===== src/rtl/lcd_pkg.sv =====
// Shared types and constants for the HD44780 character LCD sequencer.
// Holds the state encoding, the init ROM bytes and the long-command predicate.
package lcd_pkg;

    localparam int unsigned INIT_LEN   = 4;
    localparam int unsigned INIT_IDX_W = 2;

    localparam logic [7:0] LCD_FUNC_SET = 8'h38;
    localparam logic [7:0] LCD_DISP_ON  = 8'h0C;
    localparam logic [7:0] LCD_CLEAR    = 8'h01;
    localparam logic [7:0] LCD_ENTRY    = 8'h06;

    typedef enum logic [2:0] {
        ST_POWERUP,
        ST_LOAD,
        ST_SETUP,
        ST_EN_HIGH,
        ST_HOLD,
        ST_WAIT,
        ST_IDLE
    } lcd_state_e;

    typedef struct packed {
        logic       rs;
        logic [7:0] data;
    } lcd_byte_t;

    function automatic logic [7:0] init_rom(input logic [INIT_IDX_W-1:0] idx);
        case (idx)
            2'd0:    return LCD_FUNC_SET;
            2'd1:    return LCD_DISP_ON;
            2'd2:    return LCD_CLEAR;
            default: return LCD_ENTRY;
        endcase
    endfunction

    // Clear and return-home instructions need the long post-byte wait.
    function automatic logic is_long_cmd(input lcd_byte_t b);
        return !b.rs && ((b.data == LCD_CLEAR) || (b.data[7:1] == 7'b0000001));
    endfunction

endpackage


===== src/rtl/lcd_if.sv =====
// Byte request channel from game logic into the LCD sequencer (valid/ready).
interface lcd_if;

    logic       req_valid;
    logic       req_rs;
    logic [7:0] req_data;
    logic       req_ready;

    modport master (
        output req_valid,
        output req_rs,
        output req_data,
        input  req_ready
    );

    modport slave (
        input  req_valid,
        input  req_rs,
        input  req_data,
        output req_ready
    );

endinterface


===== src/rtl/lcd_delay_counter.sv =====
// Delay counter shared by all timed states: cleared on load, flags the last
// cycle of a len_i-cycle interval.
module lcd_delay_counter #(
    parameter int unsigned CNT_W = 8
) (
    input  logic             clock,
    input  logic             reset,
    input  logic             load_i,
    input  logic [CNT_W-1:0] len_i,
    output logic             done_c
);

    logic [CNT_W-1:0] count_q;
    logic [CNT_W-1:0] count_d;

    always_comb begin
        count_d = load_i ? '0 : count_q + CNT_W'(1);
    end

    always_ff @(posedge clock) begin
        if (reset) begin
            count_q <= '0;
        end else begin
            count_q <= count_d;
        end
    end

    assign done_c = (count_q == (len_i - CNT_W'(1)));

endmodule


===== src/rtl/lcd_controller.sv =====
// HD44780 write-only sequencer: power-up init ROM, then one byte per
// valid/ready handshake, with EN strobe timing and post-byte delays.
module lcd_controller
    import lcd_pkg::*;
#(
    parameter int unsigned POWERUP_CYCLES    = 750000,
    parameter int unsigned SETUP_CYCLES      = 2,
    parameter int unsigned EN_HIGH_CYCLES    = 12,
    parameter int unsigned HOLD_CYCLES       = 2,
    parameter int unsigned CMD_WAIT_CYCLES   = 2500,
    parameter int unsigned CLEAR_WAIT_CYCLES = 82000
) (
    input  logic       clock,
    input  logic       reset,
    lcd_if.slave       req,
    output logic       init_done,
    output logic [7:0] lcd_data,
    output logic       lcd_rw,
    output logic       lcd_en,
    output logic       lcd_rs,
    output logic       lcd_on,
    output logic       lcd_blon
);

    localparam int unsigned MAX_A = (POWERUP_CYCLES > CLEAR_WAIT_CYCLES) ?
                                    POWERUP_CYCLES : CLEAR_WAIT_CYCLES;
    localparam int unsigned MAX_B = (CMD_WAIT_CYCLES > EN_HIGH_CYCLES) ?
                                    CMD_WAIT_CYCLES : EN_HIGH_CYCLES;
    localparam int unsigned MAX_C = (SETUP_CYCLES > HOLD_CYCLES) ?
                                    SETUP_CYCLES : HOLD_CYCLES;
    localparam int unsigned MAX_AB = (MAX_A > MAX_B) ? MAX_A : MAX_B;
    localparam int unsigned MAX_CYCLES = (MAX_AB > MAX_C) ? MAX_AB : MAX_C;
    localparam int unsigned CNT_W = $clog2(MAX_CYCLES) + 1;

    lcd_state_e              state_q, state_d;
    logic [INIT_IDX_W-1:0]   idx_q, idx_d;
    logic                    init_done_q, init_done_d;
    lcd_byte_t               req_byte_q, req_byte_d;
    lcd_byte_t               out_q, out_d;
    logic                    lcd_en_q;
    logic                    req_ready_q;

    logic                    load_c;
    logic                    done_c;
    logic [CNT_W-1:0]        delay_len_c;

    lcd_delay_counter #(
        .CNT_W (CNT_W)
    ) u_delay (
        .clock  (clock),
        .reset  (reset),
        .load_i (load_c),
        .len_i  (delay_len_c),
        .done_c (done_c)
    );

    // Next-state, interval length and datapath selection.
    always_comb begin
        state_d     = state_q;
        idx_d       = idx_q;
        init_done_d = init_done_q;
        req_byte_d  = req_byte_q;
        out_d       = out_q;
        delay_len_c = CNT_W'(CMD_WAIT_CYCLES);

        case (state_q)
            ST_POWERUP: begin
                delay_len_c = CNT_W'(POWERUP_CYCLES);
                if (done_c) begin
                    idx_d   = '0;
                    state_d = ST_LOAD;
                end
            end
            ST_LOAD: begin
                if (init_done_q) begin
                    out_d = req_byte_q;
                end else begin
                    out_d.rs   = 1'b0;
                    out_d.data = init_rom(idx_q);
                end
                state_d = ST_SETUP;
            end
            ST_SETUP: begin
                delay_len_c = CNT_W'(SETUP_CYCLES);
                if (done_c) state_d = ST_EN_HIGH;
            end
            ST_EN_HIGH: begin
                delay_len_c = CNT_W'(EN_HIGH_CYCLES);
                if (done_c) state_d = ST_HOLD;
            end
            ST_HOLD: begin
                delay_len_c = CNT_W'(HOLD_CYCLES);
                if (done_c) state_d = ST_WAIT;
            end
            ST_WAIT: begin
                // out_q still holds the byte just written, so it picks the wait.
                delay_len_c = is_long_cmd(out_q) ? CNT_W'(CLEAR_WAIT_CYCLES)
                                                 : CNT_W'(CMD_WAIT_CYCLES);
                if (done_c) begin
                    if (init_done_q) begin
                        state_d = ST_IDLE;
                    end else if (idx_q == INIT_IDX_W'(INIT_LEN - 1)) begin
                        init_done_d = 1'b1;
                        state_d     = ST_IDLE;
                    end else begin
                        idx_d   = idx_q + INIT_IDX_W'(1);
                        state_d = ST_LOAD;
                    end
                end
            end
            ST_IDLE: begin
                if (req.req_valid && req_ready_q) begin
                    req_byte_d.rs   = req.req_rs;
                    req_byte_d.data = req.req_data;
                    state_d         = ST_LOAD;
                end
            end
            default: begin
                state_d = ST_POWERUP;
            end
        endcase

        load_c = (state_d != state_q);
    end

    // State and registered pin outputs; EN and ready follow the next state.
    always_ff @(posedge clock) begin
        if (reset) begin
            state_q     <= ST_POWERUP;
            idx_q       <= '0;
            init_done_q <= 1'b0;
            req_byte_q  <= '0;
            out_q       <= '0;
            lcd_en_q    <= 1'b0;
            req_ready_q <= 1'b0;
        end else begin
            state_q     <= state_d;
            idx_q       <= idx_d;
            init_done_q <= init_done_d;
            req_byte_q  <= req_byte_d;
            out_q       <= out_d;
            lcd_en_q    <= (state_d == ST_EN_HIGH);
            req_ready_q <= (state_d == ST_IDLE);
        end
    end

    assign req.req_ready = req_ready_q;
    assign init_done     = init_done_q;
    assign lcd_data      = out_q.data;
    assign lcd_rs        = out_q.rs;
    assign lcd_en        = lcd_en_q;
    assign lcd_rw        = 1'b0;
    assign lcd_on        = 1'b1;
    assign lcd_blon      = 1'b1;

endmodule


===== src/flat_wrapper.sv =====
// flat-port wrapper written by rule: the top's interface ports become plain ports
module lcd_controller_flat import lcd_pkg::*;
#(
    parameter int unsigned POWERUP_CYCLES    = 750000,
    parameter int unsigned SETUP_CYCLES      = 2,
    parameter int unsigned EN_HIGH_CYCLES    = 12,
    parameter int unsigned HOLD_CYCLES       = 2,
    parameter int unsigned CMD_WAIT_CYCLES   = 2500,
    parameter int unsigned CLEAR_WAIT_CYCLES = 82000
)
  (clock, reset, init_done, lcd_data, lcd_rw, lcd_en, lcd_rs, lcd_on, lcd_blon, req_req_valid, req_req_rs, req_req_data, req_req_ready);
  lcd_if req_i ();
  input  logic clock;
  input  logic reset;
  output logic init_done;
  output logic [7:0] lcd_data;
  output logic lcd_rw;
  output logic lcd_en;
  output logic lcd_rs;
  output logic lcd_on;
  output logic lcd_blon;
  input wire logic [$bits(req_i.req_valid)-1:0] req_req_valid;
  input wire logic [$bits(req_i.req_rs)-1:0] req_req_rs;
  input wire logic [$bits(req_i.req_data)-1:0] req_req_data;
  output wire logic [$bits(req_i.req_ready)-1:0] req_req_ready;
  assign req_i.req_valid = req_req_valid;
  assign req_i.req_rs = req_req_rs;
  assign req_i.req_data = req_req_data;
  assign req_req_ready = req_i.req_ready;
  lcd_controller #(.POWERUP_CYCLES(POWERUP_CYCLES), .SETUP_CYCLES(SETUP_CYCLES), .EN_HIGH_CYCLES(EN_HIGH_CYCLES), .HOLD_CYCLES(HOLD_CYCLES), .CMD_WAIT_CYCLES(CMD_WAIT_CYCLES), .CLEAR_WAIT_CYCLES(CLEAR_WAIT_CYCLES)) u_core (.clock(clock), .reset(reset), .req(req_i), .init_done(init_done), .lcd_data(lcd_data), .lcd_rw(lcd_rw), .lcd_en(lcd_en), .lcd_rs(lcd_rs), .lcd_on(lcd_on), .lcd_blon(lcd_blon));
endmodule

===== config.mk =====
export PLATFORM = sky130hd
export DESIGN_NAME = lcd_controller_flat
export DESIGN_NICKNAME = d
export VERILOG_FILES = /design/src/rtl/lcd_pkg.sv /design/src/rtl/lcd_if.sv /design/src/rtl/lcd_delay_counter.sv /design/src/rtl/lcd_controller.sv /design/src/flat_wrapper.sv
export SDC_FILE = /design/constraint.sdc
export NUM_CORES = 1
export LEC_CHECK = 0
export ABC_AREA = 1
export CAP_MARGIN = 20
export CORE_ASPECT_RATIO = 1.4
export CORE_MARGIN = 4
export CORE_UTILIZATION = 35
export CTS_CLUSTER_DIAMETER = 60
export DETAILED_ROUTE_END_ITERATION = 16
export PLACE_DENSITY_LB_ADDON = 0.1
export RECOVER_POWER = 100
export SLEW_MARGIN = 0
export SYNTH_ARGS = -nofsm -noshare
export SYNTH_HDL_FRONTEND = slang
export SYNTH_SLANG_ARGS = --single-unit

===== constraint.sdc =====
create_clock -name clock -period 2.8 [get_ports clock]
set_input_delay 0.84 -clock clock [delete_from_list [all_inputs] [get_ports clock]]
set_output_delay 0.84 -clock clock [all_outputs]
set_load 0.005 [all_outputs]

Yosys cells after proc, flatten, opt, wreduce, memory -nomap -nowiden
Index checks and enable logic that the tools add are counted.
W data, S select, Z words.
{"block": "classes", "mux": 20, "addsub": 3, "magnitude_cmp": 0, "div": 0, "mul": 0, "n_reduce_logical": 12, "shift": 0, "eq_ne": 19, "bitwise_logic": 0}
{"operator": "$pmux W21 S4", "count": 1}
{"operator": "$mux W3", "count": 8}
{"operator": "$add A21 B1 Y21 const B", "count": 1}
{"operator": "$eq A21 B21 Y1", "count": 1}
{"operator": "$pmux W3 S7", "count": 1}
{"operator": "$sub A21 B1 Y21 const B", "count": 1}
{"operator": "$pmux W6 S3", "count": 1}
{"operator": "$mux W17", "count": 1}
{"operator": "$eq A3 B3 Y1 const B", "count": 4}
{"operator": "$eq A3 B2 Y1 const B", "count": 3}
{"operator": "$mux W9", "count": 1}
{"operator": "$eq A8 B1 Y1 const B", "count": 1}
{"operator": "$mux W2", "count": 4}
{"operator": "$eq A7 B1 Y1 const B", "count": 1}
{"operator": "$reduce_and A5 Y1", "count": 1}
{"operator": "$eq A2 B2 Y1 const B", "count": 2}
{"operator": "$ne A2 B1 Y1 const B", "count": 2}
{"operator": "$ne A2 B2 Y1 const B", "count": 2}
{"operator": "$pmux W2 S2", "count": 1}
{"operator": "$reduce_and A2 Y1", "count": 2}
{"operator": "$reduce_or A2 Y1", "count": 2}
{"operator": "$eq A3 B1 Y1 const B", "count": 1}
{"operator": "$logic_not A3 Y1", "count": 1}
{"operator": "$ne A3 B3 Y1", "count": 1}
{"operator": "other kinds (8)", "count": 10}
{"block": "totals", "mem_count": 0, "inputBits": 12, "out_inout_bits": 15, "word_cells": 64, "mem_bits_rw": 0, "romBits": 0, "reg_bits": 47, "latch_bits": 0}

Longest topological paths before layout
{"block": "logic_depth", "word_depth": 11, "depth_mapped": 26, "mapped_depth_nobuf": 24}

By module
From an unflattened synthesis, not the netlist that was laid out.
{"block": "hier_totals", "cells_unflattened": 525, "hier_area_um2": 3288.2}
{"module": "lcd_delay_counter", "seq_area_each_um2": 420.4, "area_each_um2": 1935.6, "n_inst": 1, "cells_per_inst": 326}
{"module": "lcd_controller", "seq_area_each_um2": 520.5, "area_each_um2": 1352.5, "n_inst": 1, "cells_per_inst": 199}

Worst setup path before layout
OpenSTA, ideal clock, no wires.
{"block": "synth_timing", "path_kind": "reg-to-reg", "from": "reg u_core.state_q[1]", "to": "reg u_core.u_delay.count_q[6]", "arrival_ns": 2.813, "path_stages_with_launch": 24, "period_less_slack_ns": 2.886, "required_ns": 2.727, "path_slack_ns": -0.086, "n_path_buf": 2, "setup_ns": 0.073, "cell_sequence": "dfxtp_1 -> buf_2 -> inv_1 -> nand2_1 -> nand2_1 -> or2_1 -> nand2_1 -> nor2_1 -> ha_1 -> xnor2_1 -> nor2_1 -> nand3_1 -> nor2_1 -> nand2_1 -> nor2_1 -> nand4_1 -> nor2_2 -> nand3_2 -> a21oi_2 -> nand2_1 -> nand2_1 -> nand2_2 -> buf_6 -> nor3_2"}
{"block": "synth_between", "elab_chain_cells": 9, "elab_cells_between_ends": 20, "classes_between": "1 x add/sub; 8 x eq/ne; 8 x mux; 3 x reduce/logical"}
{"item": "start, declared", "line": "lcd_controller.sv:35", "source": "lcd_state_e state_q, state_d;"}
{"item": "start signal, assigned", "line": "lcd_controller.sv:137", "source": "state_q <= state_d;"}
{"item": "$eq A3 B2 Y1 / $eq A3 B3 Y1 (equally long branches)", "line": "lcd_controller.sv:66", "source": "case (state_q)"}
{"item": "$reduce_or A2 Y1 (no source line)"}
{"item": "$pmux W21 S4", "line": "lcd_controller.sv:66"}
{"item": "$sub A21 B1 Y21", "line": "lcd_delay_counter.sv:28", "source": "assign done_c = (count_q == (len_i - CNT_W'(1)));"}
{"item": "$eq A21 B21 Y1", "line": "lcd_delay_counter.sv:28"}
{"item": "$mux W3 (on tied branches)"}
{"item": "$pmux W3 S7", "line": "lcd_controller.sv:66"}
{"item": "$ne A3 B3 Y1 (*)", "line": "lcd_controller.sv:123", "source": "load_c = (state_d != state_q);"}
{"item": "$reduce_or A2 Y1 (no source line) (*)"}
{"item": "end signal, assigned", "line": "lcd_delay_counter.sv:24", "source": "count_q <= count_d;"}
{"item": "end, declared", "line": "lcd_delay_counter.sv:13", "source": "logic [CNT_W-1:0] count_q;"}
Mark *: on every way between the ends. The rest lies on a longest branch, timed or not.
A chain may end at the register's enable or synchronous reset.

Final worst setup path
{"block": "layout_timing", "from": "reg u_core.state_q[1]", "to": "reg u_core.u_delay.count_q[2]"}
The elaborated chain is that of the path after synthesis.

==> summary.txt <==
Number of synthesized flops with an enable pin: 0
DRT iter0 DRCs: 124
Violated checks: negative setup slack
Critical R2R Capture: u_core.u_delay.count_q[2]$_SDFF_PP0_
Core box area: 7893 um^2
Post-synthesis cell count: 415
DP Worst Slack: -0.2941 ns
Final hold slack: 0.5014 ns
Req. time, crit path: 3.03 ns
CTS root buf: clkbuf_8
Vias: 3021
Standard-cell rows: 38
Placer congestion estimate: 0.8897
Hold Startpoint: u_core.req_byte_q[7]$_SDFFE_PP0P_
Largest net degree at the start of global routing: 22
Dpl cell area: 3603 um^2
WP data arrival: 3.19 ns
Total inserted antenna cells: 0
Post-synth cell types: 39
Top-count cell post-synth: nand2_1
PD cells: 299.7 nW/um^2
Minimum clock period: 2.965 ns
Clock latency on the worst-skew pair: 0.30 ns
Vias in the first global route: 2889
Layout Utilization: 0.5203
Area Growth Syn to Fin: 42.45%
Setup crit start: u_core.state_q[1]$_SDFF_PP0_
Hold endpoint: u_core.lcd_data[7]$_SDFFE_PP0P_
Largest area contributor in the netlist: dfxtp_1
GRT Overall Usage: 0.1724
CTS tree: yes
Slew HR: 0.5730
Kind of critical path: flip-flop to flip-flop
Simple-gate portion of the synthesized area: 0.3854
Total of max-cap violations: 0
Mux contribution to synthesized area: 0
Initial antenna violation count: 0
Final setup viols: 23
Worst R2R Setup Slack: -0.17 ns
Ratio of cells with drive above 1 in the final layout: 0.3150
Register area share after synthesis: 0.3264
Fmax: 0.3372 GHz
H-tree depth: 2
Main combinational cell family by area after synthesis: simple AND/OR/NAND/NOR gates
Vias/cell: 4.969
P_leak: 1.761 nW
Hold-fix buffers at CTS: 0
Post-route ant nets: 0
Mean area per synthesized cell: 6.946 um^2
Final hold violation count: 0
Setup TNS: -3.184 ns
Yosys top cell area share: 0.3264
Ys Warns: 0
Max Root-Sink Buffers: 2
Grt total ovfl: 0
Peak VDD IR: 208.8 uV
Max FO, Critical Path: 5
Fin. max-slew vios: 0
Wire length per cell: 14.23 um
Final net count: 526
Drt drc: 0
Die H: 115.4 um
Post-DP HPWL: 6370 um
IO Pins: 27
Port buffer count: 23
Die X: 84.70 um
Worst r2r src: u_core.state_q[1]$_SDFF_PP0_
Die ar.: 9773 um^2
CP endpoint kind: flip-flop
Adder and majority gate portion of the synthesized area: 0.02604
Slew at the pin closest to its max-slew limit: 0.6405 ns
# clock sinks: 47
Design Area, Final: 4106 um^2
Yosys reg bits: 47
Run status: complete, but fails checks
Router iterations before antenna repair: 4
Number of CTS-inserted buffers: 5
Unrepaired setup endpoints after global routing: true
Hold Path Depth: 2
Synth Area in XOR/XNOR: 0.06380
# fillers: 796
Fin crit share: 1.059
Reg clk slew, reported paths: 0.09 ns
Hold Path Class: flip-flop to flip-flop
Crit path launch type: flip-flop
Layout Skew: 0.007032 ns
Post-Syn Area: 2883 um^2
Top cells by area, synth: dfxtp_1 33%, nand2_1 9.0%, inv_1 7.3%
Reg2reg path depth: 22
Area fraction in compound gates after synthesis: 0.08507
Setup ws final: -0.1654 ns
Initial core utilization: 0.3653
Most frequent cells after synthesis: 69 x nand2_1, 56 x inv_1, 56 x nor2_1
Ys async rst share: 0
Most used flip-flop cell after synthesis: dfxtp_1
First-pass GRT wire length: 13490 um
Total Wirelength: 8649 um
-- sequential cells by signal (all words and copies together), names as in the netlist --
name and count:
u_core.lcd_en 1, u_core.lcd_data 8, u_core.req.req_ready 1, u_core.init_done 1, u_core.req_byte_q 9, u_core.idx_q 2, u_core.state_q 3, u_core.u_delay.count_q 21
u_core.lcd_rs 1
-- stage by stage --
| stage | instances | power (mW) |
|---|---|---|
| after floorplan | 416 | 0.7228 |
| after global placement | 580 | 0.7462 |
| after detailed placement | 580 | 0.7465 |
| after CTS | 599 | 1.234 |
| after global routing | 608 | 1.282 |
| final | 608 | 1.231 |
-- cell usage in the layout, fill, tap and decap left out, types with 3 or more instances in the layout --
| cell type | netlist | routed |
|---|---|---|
| xnor2_1 | 5 | 4 |
| clkbuf_8 | 0 | 5 |
| nand2_1 | 69 | 57 |
| nor2_4 | 1 | 4 |
| nor3_1 | 8 | 7 |
| nand3_2 | 1 | 7 |
| dfxtp_1 | 47 | 42 |
| a21oi_1 | 12 | 10 |
| o21ai_0 | 20 | 19 |
| conb_1 | 2 | 3 |
| clkbuf_1 | 4 | 3 |
| ha_1 | 6 | 5 |
| dlygate4sd3_1 | 0 | 12 |
| buf_6 | 2 | 4 |
| nand4_1 | 15 | 15 |
| nand3_1 | 31 | 25 |
| nand2_2 | 8 | 16 |
| xor2_1 | 16 | 16 |
| clkdlybuf4s50_1 | 0 | 11 |
| nor2_1 | 56 | 50 |
| dfxtp_2 | 0 | 4 |
| inv_2 | 4 | 5 |
| buf_4 | 5 | 64 |
| nor2_2 | 3 | 6 |
| nand2_4 | 0 | 4 |
| nor3_2 | 21 | 20 |
| inv_1 | 56 | 53 |
| a31oi_1 | 4 | 3 |
-- worst max-delay path: stages (launching register included) --
cell	delay (ns)
dfxtp_4	0.40
inv_4	0.05
nand2_4	0.05
nand2_2	0.05
or2_4	0.24
nand2_4	0.09
nor2_4	0.04
ha_4	0.22
xnor2_2	0.13
nor2_1	0.13
nand3_2	0.10
nor2_4	0.12
nand2_1	0.05
nor2_1	0.08
nand4_1	0.09
nor2_2	0.15
nand3_2	0.13
a21oi_2	0.19
nand2_1	0.10
nand2_2	0.09
nand2_4	0.08
clkbuf_16	0.17
nor3_2	0.13
-- area by class of cell --
cell class | instances | area (um^2) | share of cell area
Clock buffer | 6 | 72.57 | 0.01767
Clock inverter | 1 | 30.03 | 0.007313
Inverter | 62 | 239.0 | 0.05820
Multi-Input combinational cell | 294 | 1809 | 0.4406
Sequential cell | 47 | 949.7 | 0.2313
Tap cell | 100 | 125.1 | 0.03047
Timing Repair Buffer | 98 | 880.8 | 0.2145
-- metal layers --
layer | share of wire | GRT usage | vias up
met2 | 0.55 | 0.3429 | 57
met1 | 0.38 | 0.1780 | 1419
met3 | 0.032 | 0.02724 | 20
li1 | - | - | 1525
met5 | 0 | 0 | -
met4 | 0.032 | 0.06441 | 0
-- cell families after synthesis --
family                   after synthesis
AND/OR/NAND/NOR                      220
XOR/XNOR                              21
other                                  2
adder cells (fa/ha/maj)                6
AO/OA/AOI/OAI                         44
flip-flops                            47
buffers and inverters                 75
-- worst max path at each step --
stage | endpoint | slack, ns | depth (start not counted)
after floorplan | u_core.u_delay.count_q[6]$_SDFF_PP0_ | 0.002 | 23
after global placement | u_core.u_delay.count_q[0]$_SDFF_PP0_ | -0.23 | 22
after detailed placement | u_core.u_delay.count_q[4]$_SDFF_PP0_ | -0.29 | 22
after CTS | u_core.u_delay.count_q[13]$_SDFF_PP0_ | -0.10 | 22
after global routing | u_core.u_delay.count_q[16]$_SDFF_PP0_ | -0.34 | 22
final | u_core.u_delay.count_q[2]$_SDFF_PP0_ | -0.17 | 22
-- what timing repair did --
action                     CTS  global route
resized for setup           29            25
buffers inserted            12             6
setup endpoints to repair   27            29
cloned                       1             3
pin swaps                    4            12
-- power breakdown --
group / switching [mW] / total, mW / internal, mW
Clock: 0.230 / 0.492 / 0.262
Sequential: 0.00413 / 0.675 / 0.671
Combinational: 0.0309 / 0.0635 / 0.0327
No activity file was read; power rests on OpenSTA's default activity.
